File: src/rtl/freq_meter_if.sv
// Result bus of the frequency meter: the window count, its update strobe and the saturation flag.
// Latency: none, this is wiring only.
// Backpressure: none; the consumer must take freq_out when freq_valid pulses.
//
// Signals:
//   freq_out    CNT_W  rising edges counted in the last completed gate window
//   freq_valid  1      one-cycle strobe: freq_out/overflow were updated this cycle
//   overflow    1      the last completed window saturated the edge counter
// Modports: master = the meter (drives the bus), slave = the consumer.
interface freq_meter_if #(
    parameter int unsigned CNT_W = 27
);
    logic [CNT_W-1:0] freq_out;
    logic             freq_valid;
    logic             overflow;

    modport master (
        output freq_out,
        output freq_valid,
        output overflow
    );

    modport slave (
        input freq_out,
        input freq_valid,
        input overflow
    );
endinterface

File: src/rtl/freq_meter.sv
// Counts rising edges of an asynchronous sig_in over GATE_CYCLES sys_clk cycles and publishes one count per window.
// Latency: 3 sys_clk cycles from sig_in rise to counted edge; first result GATE_CYCLES+1 cycles after reset release.
// Backpressure: none; results are strobed by freq_valid and held until the next window closes.
//
// Ports:
//   sys_clk    system clock, all logic on its rising edge
//   sys_rst_n  asynchronous active-low reset
//   sig_in     measured signal, asynchronous to sys_clk; each level must last >= 2 sys_clk cycles
//   start      (FREQ_METER_SINGLE_SHOT_EN only) level-sampled request to run one gate window
//   res        result bus (freq_meter_if.master): freq_out, freq_valid, overflow
//
// Build option: FREQ_METER_SINGLE_SHOT_EN
//   undefined - IDLE lasts one cycle, then windows run back to back forever.
//   defined   - IDLE waits for start; each window ends in DONE with results held,
//               and start in DONE runs one more window. start is ignored while gating.
//
// With the default parameters (100 MHz sys_clk, 1 s window) freq_out reads directly in Hz.
module freq_meter #(
    parameter int unsigned SYS_CLK_FREQ = 100_000_000, // informative: used to derive GATE_CYCLES
    parameter int unsigned GATE_CYCLES  = 100_000_000, // gate window length in sys_clk cycles, >= 2
    parameter int unsigned GATE_W       = 27,          // gate counter width, must hold GATE_CYCLES-1
    parameter int unsigned CNT_W        = 27           // edge counter / freq_out width
) (
    input  logic         sys_clk,
    input  logic         sys_rst_n,
    input  logic         sig_in,
`ifdef FREQ_METER_SINGLE_SHOT_EN
    input  logic         start,
`endif
    freq_meter_if.master res
);

    // ------------------------------------------------------------------
    // Elaboration-time parameter checks
    // ------------------------------------------------------------------
    if (SYS_CLK_FREQ == 0) begin : g_bad_sys_clk_freq
        $error("freq_meter: SYS_CLK_FREQ must be non-zero");
    end
    if (GATE_CYCLES < 2) begin : g_bad_gate_cycles
        $error("freq_meter: GATE_CYCLES must be >= 2");
    end
    if (GATE_W < 1 || ((GATE_CYCLES - 1) >> GATE_W) != 0) begin : g_bad_gate_w
        $error("freq_meter: GATE_W too narrow for GATE_CYCLES-1");
    end
    if (CNT_W < 1) begin : g_bad_cnt_w
        $error("freq_meter: CNT_W must be >= 1");
    end

    localparam logic [GATE_W-1:0] GATE_LAST = GATE_W'(GATE_CYCLES - 1);

    // ST_DONE is only reachable in the single-shot build.
    typedef enum logic [1:0] {
        ST_IDLE = 2'd0,
        ST_GATE = 2'd1,
        ST_DONE = 2'd2
    } state_e;

    // ------------------------------------------------------------------
    // State
    // ------------------------------------------------------------------
    state_e             state_q,      state_d;
    logic [2:0]         sync_q,       sync_d;       // [0]=s1, [1]=s2 (synchronized), [2]=s3 (delayed)
    logic [GATE_W-1:0]  gate_cnt_q,   gate_cnt_d;
    logic [CNT_W-1:0]   edge_cnt_q,   edge_cnt_d;
    logic               sat_q,        sat_d;        // edge counter hit all-ones with a further rise
    logic [CNT_W-1:0]   freq_out_q,   freq_out_d;
    logic               freq_valid_q, freq_valid_d;
    logic               overflow_q,   overflow_d;

    // FSM outputs
    logic gate_en;      // counting edges this cycle
    logic win_close;    // last cycle of the current window

    // Datapath helpers
    logic             gate_last;
    logic             rise;
    logic [CNT_W:0]   edge_sum;     // edge_cnt_q + rise with carry out
    logic [CNT_W-1:0] edge_sat;     // edge_sum clamped to all-ones

    // ------------------------------------------------------------------
    // Input synchronizer and edge detect
    // ------------------------------------------------------------------
    // The shift chain is never cleared at window boundaries, so a level that
    // was already high when a window opens does not look like a fresh edge.
    always_comb begin : sync_next
        sync_d = {sync_q[1:0], sig_in};
    end

    assign rise      = sync_q[1] & ~sync_q[2];
    assign gate_last = (gate_cnt_q == GATE_LAST);

    // ------------------------------------------------------------------
    // FSM: state register
    // ------------------------------------------------------------------
    always_ff @(posedge sys_clk or negedge sys_rst_n) begin : fsm_state_reg
        if (!sys_rst_n) begin
            state_q <= ST_IDLE;
        end else begin
            state_q <= state_d;
        end
    end

    // ------------------------------------------------------------------
    // FSM: next-state logic
    // ------------------------------------------------------------------
    always_comb begin : fsm_next_state
        state_d = state_q;
        case (state_q)
            ST_IDLE: begin
`ifdef FREQ_METER_SINGLE_SHOT_EN
                if (start) begin
                    state_d = ST_GATE;
                end
`else
                state_d = ST_GATE;
`endif
            end
            ST_GATE: begin
                if (gate_last) begin
`ifdef FREQ_METER_SINGLE_SHOT_EN
                    state_d = ST_DONE;
`else
                    // Back-to-back windows: no dead cycle between them.
                    state_d = ST_GATE;
`endif
                end
            end
            ST_DONE: begin
`ifdef FREQ_METER_SINGLE_SHOT_EN
                if (start) begin
                    state_d = ST_GATE;
                end
`else
                state_d = ST_IDLE;
`endif
            end
            default: begin
                state_d = ST_IDLE;
            end
        endcase
    end

    // ------------------------------------------------------------------
    // FSM: outputs
    // ------------------------------------------------------------------
    always_comb begin : fsm_outputs
        gate_en   = (state_q == ST_GATE);
        win_close = gate_en && gate_last;
    end

    // ------------------------------------------------------------------
    // Datapath next-state
    // ------------------------------------------------------------------
    always_comb begin : datapath_next
        edge_sum = {1'b0, edge_cnt_q} + {{CNT_W{1'b0}}, rise};
        edge_sat = edge_sum[CNT_W] ? {CNT_W{1'b1}} : edge_sum[CNT_W-1:0];

        gate_cnt_d   = gate_cnt_q;
        edge_cnt_d   = edge_cnt_q;
        sat_d        = sat_q;
        freq_out_d   = freq_out_q;
        overflow_d   = overflow_q;
        freq_valid_d = 1'b0;

        if (win_close) begin
            // A rise seen in the closing cycle still belongs to this window;
            // the counters restart from zero so the next cycle opens a fresh one.
            freq_out_d   = edge_sat;
            overflow_d   = sat_q | edge_sum[CNT_W];
            freq_valid_d = 1'b1;
            gate_cnt_d   = '0;
            edge_cnt_d   = '0;
            sat_d        = 1'b0;
        end else if (gate_en) begin
            gate_cnt_d   = gate_cnt_q + GATE_W'(1);
            edge_cnt_d   = edge_sat;
            sat_d        = sat_q | edge_sum[CNT_W];
        end else begin
            // Idle or done: keep counters parked at zero for the next window.
            gate_cnt_d   = '0;
            edge_cnt_d   = '0;
            sat_d        = 1'b0;
        end
    end

    // ------------------------------------------------------------------
    // Datapath registers
    // ------------------------------------------------------------------
    always_ff @(posedge sys_clk or negedge sys_rst_n) begin : datapath_regs
        if (!sys_rst_n) begin
            sync_q       <= '0;
            gate_cnt_q   <= '0;
            edge_cnt_q   <= '0;
            sat_q        <= 1'b0;
            freq_out_q   <= '0;
            freq_valid_q <= 1'b0;
            overflow_q   <= 1'b0;
        end else begin
            sync_q       <= sync_d;
            gate_cnt_q   <= gate_cnt_d;
            edge_cnt_q   <= edge_cnt_d;
            sat_q        <= sat_d;
            freq_out_q   <= freq_out_d;
            freq_valid_q <= freq_valid_d;
            overflow_q   <= overflow_d;
        end
    end

    // ------------------------------------------------------------------
    // Result bus
    // ------------------------------------------------------------------
    assign res.freq_out   = freq_out_q;
    assign res.freq_valid = freq_valid_q;
    assign res.overflow   = overflow_q;

endmodule

File: src/flat_wrapper.sv
// flat-port wrapper written by rule: the top's interface ports become plain ports
module freq_meter_flat 
#(
    parameter int unsigned SYS_CLK_FREQ = 100_000_000,                                           
    parameter int unsigned GATE_CYCLES  = 100_000_000,                                              
    parameter int unsigned GATE_W       = 27,                                                        
    parameter int unsigned CNT_W        = 27                                           
)
  (sys_clk, sys_rst_n, sig_in, res_freq_out, res_freq_valid, res_overflow);
  freq_meter_if #(.CNT_W(CNT_W)) res_i ();
  input  logic sys_clk;
  input  logic sys_rst_n;
  input  logic sig_in;
  output wire logic [$bits(res_i.freq_out)-1:0] res_freq_out;
  output wire logic [$bits(res_i.freq_valid)-1:0] res_freq_valid;
  output wire logic [$bits(res_i.overflow)-1:0] res_overflow;
  assign res_freq_out = res_i.freq_out;
  assign res_freq_valid = res_i.freq_valid;
  assign res_overflow = res_i.overflow;
  freq_meter #(.SYS_CLK_FREQ(SYS_CLK_FREQ), .GATE_CYCLES(GATE_CYCLES), .GATE_W(GATE_W), .CNT_W(CNT_W)) u_core (.sys_clk(sys_clk), .sys_rst_n(sys_rst_n), .sig_in(sig_in), .res(res_i));
endmodule
File: config.mk
export PLATFORM = sky130hd
export DESIGN_NAME = freq_meter_flat
export DESIGN_NICKNAME = d
export VERILOG_FILES = /design/src/rtl/freq_meter_if.sv /design/src/rtl/freq_meter.sv /design/src/flat_wrapper.sv
export SDC_FILE = /design/constraint.sdc
export NUM_CORES = 1
export LEC_CHECK = 0
export BUFFER_PORTS_ARGS = -buffer_cell sky130_fd_sc_hd__clkbuf_2
export CAP_MARGIN = 25
export CORE_ASPECT_RATIO = 0.7
export CORE_MARGIN = 5
export CORE_UTILIZATION = 29
export CTS_CLUSTER_DIAMETER = 120
export DETAILED_ROUTE_END_ITERATION = 6
export SKIP_LAST_GASP = 1
export SYNTH_ARGS = -nofsm -noshare
export SYNTH_HDL_FRONTEND = slang
export SYNTH_SLANG_ARGS = --single-unit
File: constraint.sdc
create_clock -name sys_clk -period 2.7 [get_ports sys_clk]
set_clock_uncertainty 0.15 [all_clocks]
set_input_delay 0.27 -clock sys_clk [delete_from_list [all_inputs] [get_ports sys_clk]]
set_output_delay 0.27 -clock sys_clk [all_outputs]
set_load 0.02 [all_outputs]
==> results of run 1 <==
## flip-flops by register name, summed over array words and instances (netlist names)
register,count
u_core.edge_cnt_q,27
u_core.gate_cnt_q,27
u_core.res.freq_out,27
u_core.sync_q,3
u_core.res.freq_valid,1
u_core.res.overflow,1
u_core.sat_q,1
u_core.state_q,1
## metal layers
layer  part of all wire  vias to the layer above
met5                  0                        -
met4              0.011                        0
met3              0.052                       11
met2               0.42                       51
met1               0.52                     1474
li1                   -                     1481
## how the worst max path moves through the flow
stage	slack (ps)	end	startpoint
after global placement	320	u_core.res.freq_out[20]$_DFFE_PN0P_	u_core.sync_q[1]$_DFF_PN0_
after floorplan	360	u_core.res.freq_out[20]$_DFFE_PN0P_	u_core.sync_q[2]$_DFF_PN0_
final	230	u_core.res.freq_out[20]$_DFFE_PN0P_	u_core.sync_q[2]$_DFF_PN0_
after global routing	50	u_core.res.freq_out[20]$_DFFE_PN0P_	u_core.sync_q[1]$_DFF_PN0_
after CTS	190	u_core.res.freq_out[20]$_DFFE_PN0P_	u_core.sync_q[2]$_DFF_PN0_
after detailed placement	200	u_core.res.freq_out[20]$_DFFE_PN0P_	u_core.sync_q[2]$_DFF_PN0_
## layout by cell type, fill, tap and decap left out, types with 2 or more instances in the layout
| cell | count |
|---|---|
| a31oi_1 | 2 |
| or4b_1 | 2 |
| and3_1 | 5 |
| clkbuf_1 | 2 |
| nor2b_1 | 4 |
| nor3_1 | 10 |
| clkbuf_16 | 9 |
| nand2_1 | 40 |
| xnor2_1 | 22 |
| buf_4 | 9 |
| dfrtp_1 | 88 |
| clkbuf_2 | 30 |
| and4_1 | 8 |
| xor2_1 | 17 |
| o21ai_1 | 21 |
| nor3_2 | 3 |
| nor2_1 | 73 |
| nand4_1 | 14 |
| a21oi_2 | 2 |
| nor4_1 | 6 |
| ha_1 | 3 |
| nand3_1 | 21 |
| and4_2 | 2 |
| a211oi_1 | 2 |
| dlygate4sd3_1 | 2 |
| inv_1 | 5 |
| a41oi_1 | 2 |
| and2_4 | 2 |
| a21oi_1 | 9 |
| or3_1 | 3 |
| mux2i_1 | 2 |
## metrics by stage
stage,util,hold WS [ps]
2_1_floorplan,-,-175.6
3_3_place_gp,0.3204,144.2
3_5_place_dp,0.3204,154.2
4_1_cts,0.3427,200.2
5_1_grt,0.3428,230.7
6_report,0.3428,196.6
## report_power, final
| part | internal (uW) | leakage [uW] | switching [uW] | total (uW) |
|---|---|---|---|---|
| clock | 736 | 0.000139 | 475 | 1210 |
| combinational | 15.5 | 0.000720 | 45.8 | 61.3 |
| sequential | 1330 | 0.00122 | 5.79 | 1330 |
| total | 2080 | 0.00208 | 527 | 2610 |
## cell families after synthesis
| group | after synthesis | share of synthesized area |
|---|---|---|
| AOI/OAI and AO/OA | 44 | 0.06437 |
| other | 1 | 0.0009230 |
| xor gates and xnor gates | 39 | 0.08408 |
| muxes | 2 | 0.004928 |
| DFF | 88 | 0.5420 |
| and+or+nand+nor | 206 | 0.2633 |
| buffers and inverters | 23 | 0.03111 |
| adders and majority gates | 3 | 0.009240 |
## final cells by class
class                           count  area (um2)  share of cell area
Clock buffer                       12       246.5             0.05199
Multi-Input combinational cell    295        1735              0.3661
Timing Repair Buffer               42       257.7             0.05437
Inverter                            5       18.77            0.003959
Sequential cell                    88        2202              0.4645
Tap cell                          190       237.7             0.05015
Clock inverter                      3       42.54            0.008973
## timing repair
item,CTS,global route
gates resized for setup,0,1
setup endpoints to repair,0,1
hold endpoints to repair,39,0
buffers inserted,0,0
hold buffers,2,0
==> summary.md, run 1 <==
| Metric | Value |
|---|---|
| Die width | 151.5 um |
| Critical path type | flop to flop |
| Leak pwr | 0.002076 uW |
| Layout fillers | 1416 |
| MaxCap Viol Count | 0 |
| Post-route ant nets | 0 |
| Critical path depth | 8 |
| Slew headroom | 0.6146 |
| Min Tclk post-route | 2472 ps |
| Nets | 447 |
| CTS tree | built |
| Hold Vio Cnt, Final | 0 |
| Cell count after placement | 618 |
| Worst Hold Class | flop to flop |
| Setup TNS | 0 ps |
| Pre-CTS setup slack | 196.4 ps |
| Sequential share of the synthesized area | 0.5420 |
| Leading register cell type out of synthesis | dfrtp_1 |
| Final Non-Filler Cells | 635 |
| DR iter-0 viols | 237 |
| Worst Hold Depth | 0 |
| Clock Latency Late Sink | 340 ps |
| M3 GR Usage | 0.03490 |
| FF-to-FF Start | u_core.sync_q[2]$_DFF_PN0_ |
| Clock-pin slew on the worst setup and hold paths | 60 ps |
| Diode count | 0 |
| Net count after synthesis | 412 |
| CP Data Required Time | 2820 ps |
| Vias | 3017 |
| Gr busiest metal | met1 |
| Initial antenna violation count | 0 |
| H-Tree Depth | 3 |
| Root Driver | clkbuf_16 |
| Remaining DRCs | 0 |
| RSZ-0062 raised after global routing | no |
| Final GP Congestion | 0.7882 |
| Final worst setup slack | 227.7 ps |
| Post-route cell area | 4741 um2 |
| Hold EP | u_core.sync_q[1]$_DFF_PN0_ |
| CP Capture Type | flop |
| Routed WL per cell | 13.56 um |
| Dpl hpwl | 6054 um |
| IO Port Bufs | 31 |
| Maximum vdd drop | 0.2852 mV |
| Crit-path leading delay family | simple AND/OR/NAND/NOR gates |
| Die Y | 109.0 um |
| Total power | 2606 uW |
| Synthesized flop and latch total | 88 |
| Total GRT Usage | 0.1128 |
| Vias in the first global route | 2973 |
| Cell area after synthesis | 4063 um2 |
| Initial Utilization | 0.2938 |
| Crit path cell chain | nor2b_1, ha_1, ha_1, and4_2, nand3_1, or4_1, and3_4, o21ai_2 |
| Final-report setup violation count | 0 |
| Cells after synthesis | 406 |
| Synth area leader | dfrtp_1 |
| I/O pins | 32 |
| Worst Reg-to-Reg Cells | 8 |
| Core Rows | 36 |
| Dpl cell area | 4431 um2 |
| Hold Startpoint | u_core.sync_q[0]$_DFF_PN0_ |
| Max incr delay on CP | 510 ps |
| Ys Warns | 0 |
| Flop-to-flop setup slack | 230 ps |
| Ranking of synthesized cells by area | dfrtp_1, nor2_1, xnor2_1 |
| Count leader, synth | dfrtp_1 |
| Top cell type's share of synthesized area | 0.5420 |
| Total wire length | 8613 um |
| Slowest cell on the critical path | or4_1 |
| Outcome | completed |
| GR Util met2 | 0.1601 |
| Crit path max fanout | 6 |
| Period utilization | 0.9157 |
| Worst path bufs/invs | 0 |
| First-pass iteration count of the detailed router | 4 |
| Startpoint types | flop |
| CTS sink cnt | 88 |
| Crit Reg-Reg Endpoint | u_core.res.freq_out[20]$_DFFE_PN0P_ |
| Overflow after GRT | 0 |
| Commonest cells post-synth | dfrtp_1, nor2_1, nand2_1, xnor2_1 |
| Worst slew pin tran | 573.7 ps |
| Worst-case clock buffer depth | 2 |
| Max Fclk | 404.5 MHz |
| Power Density | 549.6 nW/um2 |
| CP most frequent cell | ha_1 |
| Synth Area per Inst | 10.01 um2 |
| Core Box Area | 13830 um2 |
| Via density | 4.751 |
| Area Growth Syn to Fin | 16.69% |
| Crit path DAT | 2590 ps |
| First-pass GRT wire length | 14610 um |
| Die footprint | 16510 um2 |
| Largest net degree at the start of global routing | 51 |
| Post-synth EDFFs | 0 |
| Fin. max-slew vios | 0 |
| Layout cells sized above 1 | 0.1573 |
| Post-synth ARST share | 1.000 |
| Total CTS buffers | 9 |
| Met1 Use GR | 0.1637 |
| Distinct cells, synth | 50 |
Power figures use the tool's default switching activity.
==> run 2, diff against run 1 <==
==> constraint.sdc (replaced) <==
create_clock -name sys_clk -period 2.1 [get_ports sys_clk]
set_clock_uncertainty 0.15 [all_clocks]
set_input_delay 0.525 -clock sys_clk [delete_from_list [all_inputs] [get_ports sys_clk]]
set_output_delay 0.525 -clock sys_clk [all_outputs]
set_load 0.02 [all_outputs]
==> summary.md, run 2 (synthesized netlist as in run 1, its figures left out) <==
| Metric | Value |
|---|---|
| Min Tclk post-route | 2118 ps (-354.4 ps) |
| Total GRT Usage | 0.1191 (+0.006332) |
| Layout cells sized above 1 | 0.3505 (+0.1932) |
| Worst-case clock buffer depth | 2 (unchanged) |
| Critical path type | flop to flop |
| Slew headroom | 0.6457 (+0.03116) |
| Flop-to-flop setup slack | -20 ps (-250 ps) |
| CTS tree | built |
| Diode count | 0 (unchanged) |
| Maximum vdd drop | 0.4700 mV (+65%) |
| Area Growth Syn to Fin | 36.16% |
| Initial antenna violation count | 0 (unchanged) |
| Crit path max fanout | 5 (-1) |
| Overflow after GRT | 0 (unchanged) |
| Initial Utilization | 0.2938 (unchanged) |
| Startpoint types | flop |
| Period utilization | 1.008 (+0.09284) |
| I/O pins | 32 (unchanged) |
| Total power | 3554 uW (+36%) |
| Final worst setup slack | -17.84 ps (-245.6 ps) |
| Outcome | finished with violations |
| First-pass iteration count of the detailed router | 4 (unchanged) |
| Dpl cell area | 4732 um2 (+6.8%) |
| Routed WL per cell | 14.19 um (+4.6%) |
| Total wire length | 9581 um (+11%) |
| Root Driver | clkbuf_16 |
| Post-route cell area | 5532 um2 (+17%) |
| CP Capture Type | flop |
| Core Box Area | 13830 um2 (unchanged) |
| Vias in the first global route | 3038 (+2.2%) |
| Leak pwr | 0.002448 uW (+18%) |
| H-Tree Depth | 3 (unchanged) |
| Commonest non-fill, non-tap cells in the layout | dfrtp_1, nor2_1, nand2_1 |
| Commonest non-fill, non-tap cell in the layout | dfrtp_1 |
| IO Port Bufs | 31 (unchanged) |
| Die width | 151.5 um (unchanged) |
| Final-report setup violation count | 6 (+6) |
| Worst Hold Class | input port to flop |
| Hold Vio Cnt, Final | 0 (unchanged) |
| Largest net degree at the start of global routing | 38 (-25%) |
| Final GP Congestion | 0.8315 (+5.5%) |
| CTS sink cnt | 88 (unchanged) |
| Layout fillers | 1338 (-5.5%) |
| Clock-pin slew on the worst setup and hold paths | 60 ps (about the same) |
| Vias | 3172 (+5.1%) |
| Die footprint | 16510 um2 (unchanged) |
| Fin. max-slew vios | 0 (unchanged) |
| Total CTS buffers | 9 (unchanged) |
| Remaining DRCs | 0 (unchanged) |
| First-pass GRT wire length | 15370 um (+5.2%) |
| Dpl hpwl | 6559 um (+8.3%) |
| Crit path DAT | 2240 ps (-350 ps) |
| CP Data Required Time | 2220 ps (-600 ps) |
| Failing checks | setup timing |
| Power Density | 642.4 nW/um2 (+17%) |
| Via density | 4.699 (-1.1%) |
| Max Fclk | 472.2 MHz (+17%) |
| Nets | 486 (+8.7%) |
| MaxCap Viol Count | 0 (unchanged) |
| Post-route ant nets | 0 (unchanged) |
| Clock Latency Late Sink | 340 ps (about the same) |
| Die Y | 109.0 um (unchanged) |
| RSZ-0062 raised after global routing | yes |
| Worst slew pin tran | 527.4 ps (-46.38 ps) |
| Core Rows | 36 (unchanged) |
| DR iter-0 viols | 187 (-21%) |
run 2: worst paths after layout:
| check | start | to | cells past startpoint |
|---|---|---|---|
| max | u_core.sync_q[2]$_DFF_PN0_ | u_core.edge_cnt_q[15]$_DFF_PN0_ | 7 |
| min | sig_in | u_core.sync_q[0]$_DFF_PN0_ | 1 |
| max reg2reg | u_core.sync_q[2]$_DFF_PN0_ | u_core.edge_cnt_q[15]$_DFF_PN0_ | 7 |
| min reg2reg | u_core.sync_q[0]$_DFF_PN0_ | u_core.sync_q[1]$_DFF_PN0_ | 0 |
| max in group asynchronous | sys_rst_n | u_core.gate_cnt_q[23]$_DFF_PN0_ | 3 |
| min in group asynchronous | sys_rst_n | u_core.res.freq_out[19]$_DFFE_PN0P_ | 2 |
run 2: worst max-delay path, cell delays in order (launching register included):
cell,delay [ps]
dfrtp_1,360
nor2b_1,110
ha_2,230
and4_4,280
nand3_4,80
or4_4,570
buf_6,160
a21oi_2,120
run 2: repair_timing:
action | in CTS | in global routing
gates resized for setup | 11 | 70
pin swaps | 12 | 32
setup endpoints to repair | 50 | 59
hold endpoints to repair | 7 | 0
buffers inserted | 7 | 4
hold buffers | 1 | 0
gates cloned | 1 | 1
run 2: where the power goes:
group	total, uW	switching (uW)	internal (uW)	leakage, uW
Combinational	101	67.2	33.6	0.00107
Sequential	1710	7.77	1710	0.00122
Clock	1740	671	1070	0.000158
Total	3550	746	2810	0.00245
run 2: cell type report:
cell class	instances	area (um2)	share of cell area
flip-flops and latches	88	2202	0.3981
multi-input cells	295	2093	0.3784
repair buffers	81	658.1	0.1190
clock buffers	10	239.0	0.04320
well taps	190	237.7	0.04298
clock inverters	6	82.58	0.01493
inverters	5	18.77	0.003393
run 2: per-layer routing:
layer	vias to the layer above	share of wire	GRT usage	wire (um)
met5	-	0	0	0
met4	0	0.013	0.03752	120
met3	11	0.037	0.03407	354
met2	53	0.42	0.1601	4039
met1	1546	0.53	0.1819	5067
li1	1562	-	-	-
run 2: per-stage QoR:
step	worst slack [ps]	util	cells	hold WS [ps]	setup TNS (ps)
finish	-17.84	0.4000	675	148.4	-50.11
global route	-163.7	0.4000	675	137.9	-4111
CTS	-25.25	0.3760	671	136.3	-164.3
detailed placement	-156.9	0.3422	646	184.7	-3389
global placement	-124.3	0.3422	646	191.3	-2200
floorplan	-91.60	-	406	79.41	-249.7
==> run 3, diff against run 2 <==
- CORE_MARGIN: 5 -> 1.5
==> summary.md, run 3 (synthesized netlist as in run 1, its figures left out) <==
| Metric | Value |
|---|---|
| Outcome | finished with violations |
| Failing checks | setup timing |
| Commonest non-fill, non-tap cells in the layout | dfrtp_1, nor2_1, nand2_1 |
| Core Rows | 35 (-2.8%) |
| Die footprint | 14740 um2 (-11%) |
| Worst-case clock buffer depth | 2 (unchanged) |
| Hold Startpoint | sig_in |
| Startpoint types | flop |
| Die Y | 102.0 um (-6.4%) |
| Final-report setup violation count | 2 (-4) |
| Hold Vio Cnt, Final | 0 (unchanged) |
| Fin. max-slew vios | 0 (unchanged) |
| Layout cells sized above 1 | 0.2866 (-0.06390) |
| Crit path DAT | 2230 ps (about the same) |
| Initial antenna violation count | 0 (unchanged) |
| Commonest non-fill, non-tap cell in the layout | dfrtp_1 |
| Pre-CTS setup slack | -173.4 ps (-16.49 ps) |
| CTS sink cnt | 88 (unchanged) |
| Area Growth Syn to Fin | 30.37% |
| Diode count | 0 (unchanged) |
| Total CTS buffers | 9 (unchanged) |
| RSZ-0062 raised after global routing | yes |
| Initial Utilization | 0.3032 (+0.009382) |
| Clock Latency Late Sink | 340 ps (about the same) |
| Via density | 4.848 (+3.2%) |
| IO Port Bufs | 31 (unchanged) |
| Period utilization | 1.004 (-0.004665) |
| CP Capture Type | flop |
| Root Driver | clkbuf_16 |
| Vias in the first global route | 3084 (+1.5%) |
| Hold EP | u_core.sync_q[0]$_DFF_PN0_ |
| Total GRT Usage | 0.1400 (+0.02089) |
| Dpl hpwl | 6460 um (-1.5%) |
| Worst Hold Class | input port to flop |
| Final GP Congestion | 0.8111 (-2.5%) |
| Post-route ant nets | 0 (unchanged) |
| Vias | 3214 (+1.3%) |
| DR iter-0 viols | 234 (+25%) |
| Total wire length | 10050 um (+4.8%) |
| Flop-to-flop setup slack | -8 ps (about the same) |
| Routed WL per cell | 15.15 um (+6.7%) |
| Final worst setup slack | -8.043 ps (+9.797 ps) |
| MaxCap Viol Count | 0 (unchanged) |
| Critical path type | flop to flop |
| Max Fclk | 474.4 MHz (+0.46%) |
| First-pass iteration count of the detailed router | 4 (unchanged) |
| I/O pins | 32 (unchanged) |
| Min Tclk post-route | 2108 ps (-9.797 ps) |
| Nets | 479 (-1.4%) |
| Maximum vdd drop | 0.3556 mV (-24%) |
| First-pass GRT wire length | 15880 um (+3.3%) |
| Remaining DRCs | 0 (unchanged) |
| Setup TNS | -10.22 ps (+39.89 ps) |
| Die width | 144.5 um (-4.6%) |
| Largest net degree at the start of global routing | 51 (+34%) |
| H-Tree Depth | 3 (unchanged) |
| Worst Reg-to-Reg Cells | 7 (unchanged) |
| Core Box Area | 13400 um2 (-3.1%) |
| Layout fillers | 1360 (+1.6%) |
| Total power | 3548 uW (-0.16%) |
| Overflow after GRT | 0 (unchanged) |
| FF-to-FF Start | u_core.sync_q[2]$_DFF_PN0_ |
| Worst Hold Depth | 1 (unchanged) |
| Crit Reg-Reg Endpoint | u_core.res.freq_out[20]$_DFFE_PN0P_ |
| CTS tree | built |
| Clock-pin slew on the worst setup and hold paths | 60 ps (about the same) |
| Power Density | 669.9 nW/um2 (+4.3%) |
| Crit path max fanout | 5 (unchanged) |
| Leak pwr | 0.002332 uW (-4.7%) |
| CP Data Required Time | 2220 ps (about the same) |
run 3: area by class of cell:
| type | instances | area (um2) | share of cell area |
|---|---|---|---|
| Sequential cell | 88 | 2202 | 0.4158 |
| Multi-Input combinational cell | 295 | 1932 | 0.3648 |
| Timing Repair Buffer | 74 | 591.8 | 0.1117 |
| Tap cell | 185 | 231.5 | 0.04370 |
| Clock buffer | 9 | 225.2 | 0.04252 |
| Clock inverter | 7 | 95.09 | 0.01795 |
| Inverter | 5 | 18.77 | 0.003544 |
run 3: worst max-delay path, cell delays in order (launching register included):
cell and delay (ps):
dfrtp_1 400, nor2b_4 130, ha_4 160, and4_4 260
nand3_4 80, or4_4 530, and3_4 210, o21ai_2 120
run 3: layer usage:
layer  part of all wire  track usage  vias up
met1               0.54       0.2196     1598
met3              0.047      0.03655        9
met5                  0            0        -
li1                   -            -     1540
met2               0.41       0.1859       67
met4             0.0087      0.03807        0
run 3: repair_timing:
| action | CTS | global route |
|---|---|---|
| setup endpoints to repair | 76 | 79 |
| cloned | 0 | 2 |
| resized for setup | 7 | 29 |
| buffers inserted | 1 | 5 |
| hold buffers | 1 | 0 |
| pin swaps | 3 | 14 |
| hold endpoints to repair | 20 | 0 |
run 3: worst max path at each step:
stage / from / end / cells past startpoint
final: u_core.sync_q[2]$_DFF_PN0_ / u_core.res.freq_out[20]$_DFFE_PN0P_ / 7
after CTS: u_core.sync_q[2]$_DFF_PN0_ / u_core.res.freq_out[17]$_DFFE_PN0P_ / 7
after global placement: u_core.sync_q[1]$_DFF_PN0_ / u_core.res.freq_out[20]$_DFFE_PN0P_ / 7
after global routing: u_core.sync_q[1]$_DFF_PN0_ / u_core.res.freq_out[24]$_DFFE_PN0P_ / 9
after floorplan: u_core.sync_q[2]$_DFF_PN0_ / u_core.res.freq_out[20]$_DFFE_PN0P_ / 9
after detailed placement: u_core.sync_q[1]$_DFF_PN0_ / u_core.res.freq_out[17]$_DFFE_PN0P_ / 7
run 3: where the power goes:
| group | internal, uW | total (uW) | switching, uW |
|---|---|---|---|
| clock network | 1040 | 1740 | 694 |
| registers | 1710 | 1710 | 9.27 |
| logic | 29.2 | 94.3 | 65.1 |
| total | 2780 | 3550 | 769 |
run 3: through the flow:
stage | cell area, um2 | util | instances | hold WS (ps)
final | 5296 | 0.3952 | 663 | 138.6
after global routing | 5296 | 0.3952 | 663 | 136.2
after CTS | 5074 | 0.3786 | 656 | 132.5
after detailed placement | 4703 | 0.3510 | 638 | 191.8
after global placement | 4703 | 0.3510 | 638 | 192.5
after floorplan | 4109 | - | 406 | 79.41
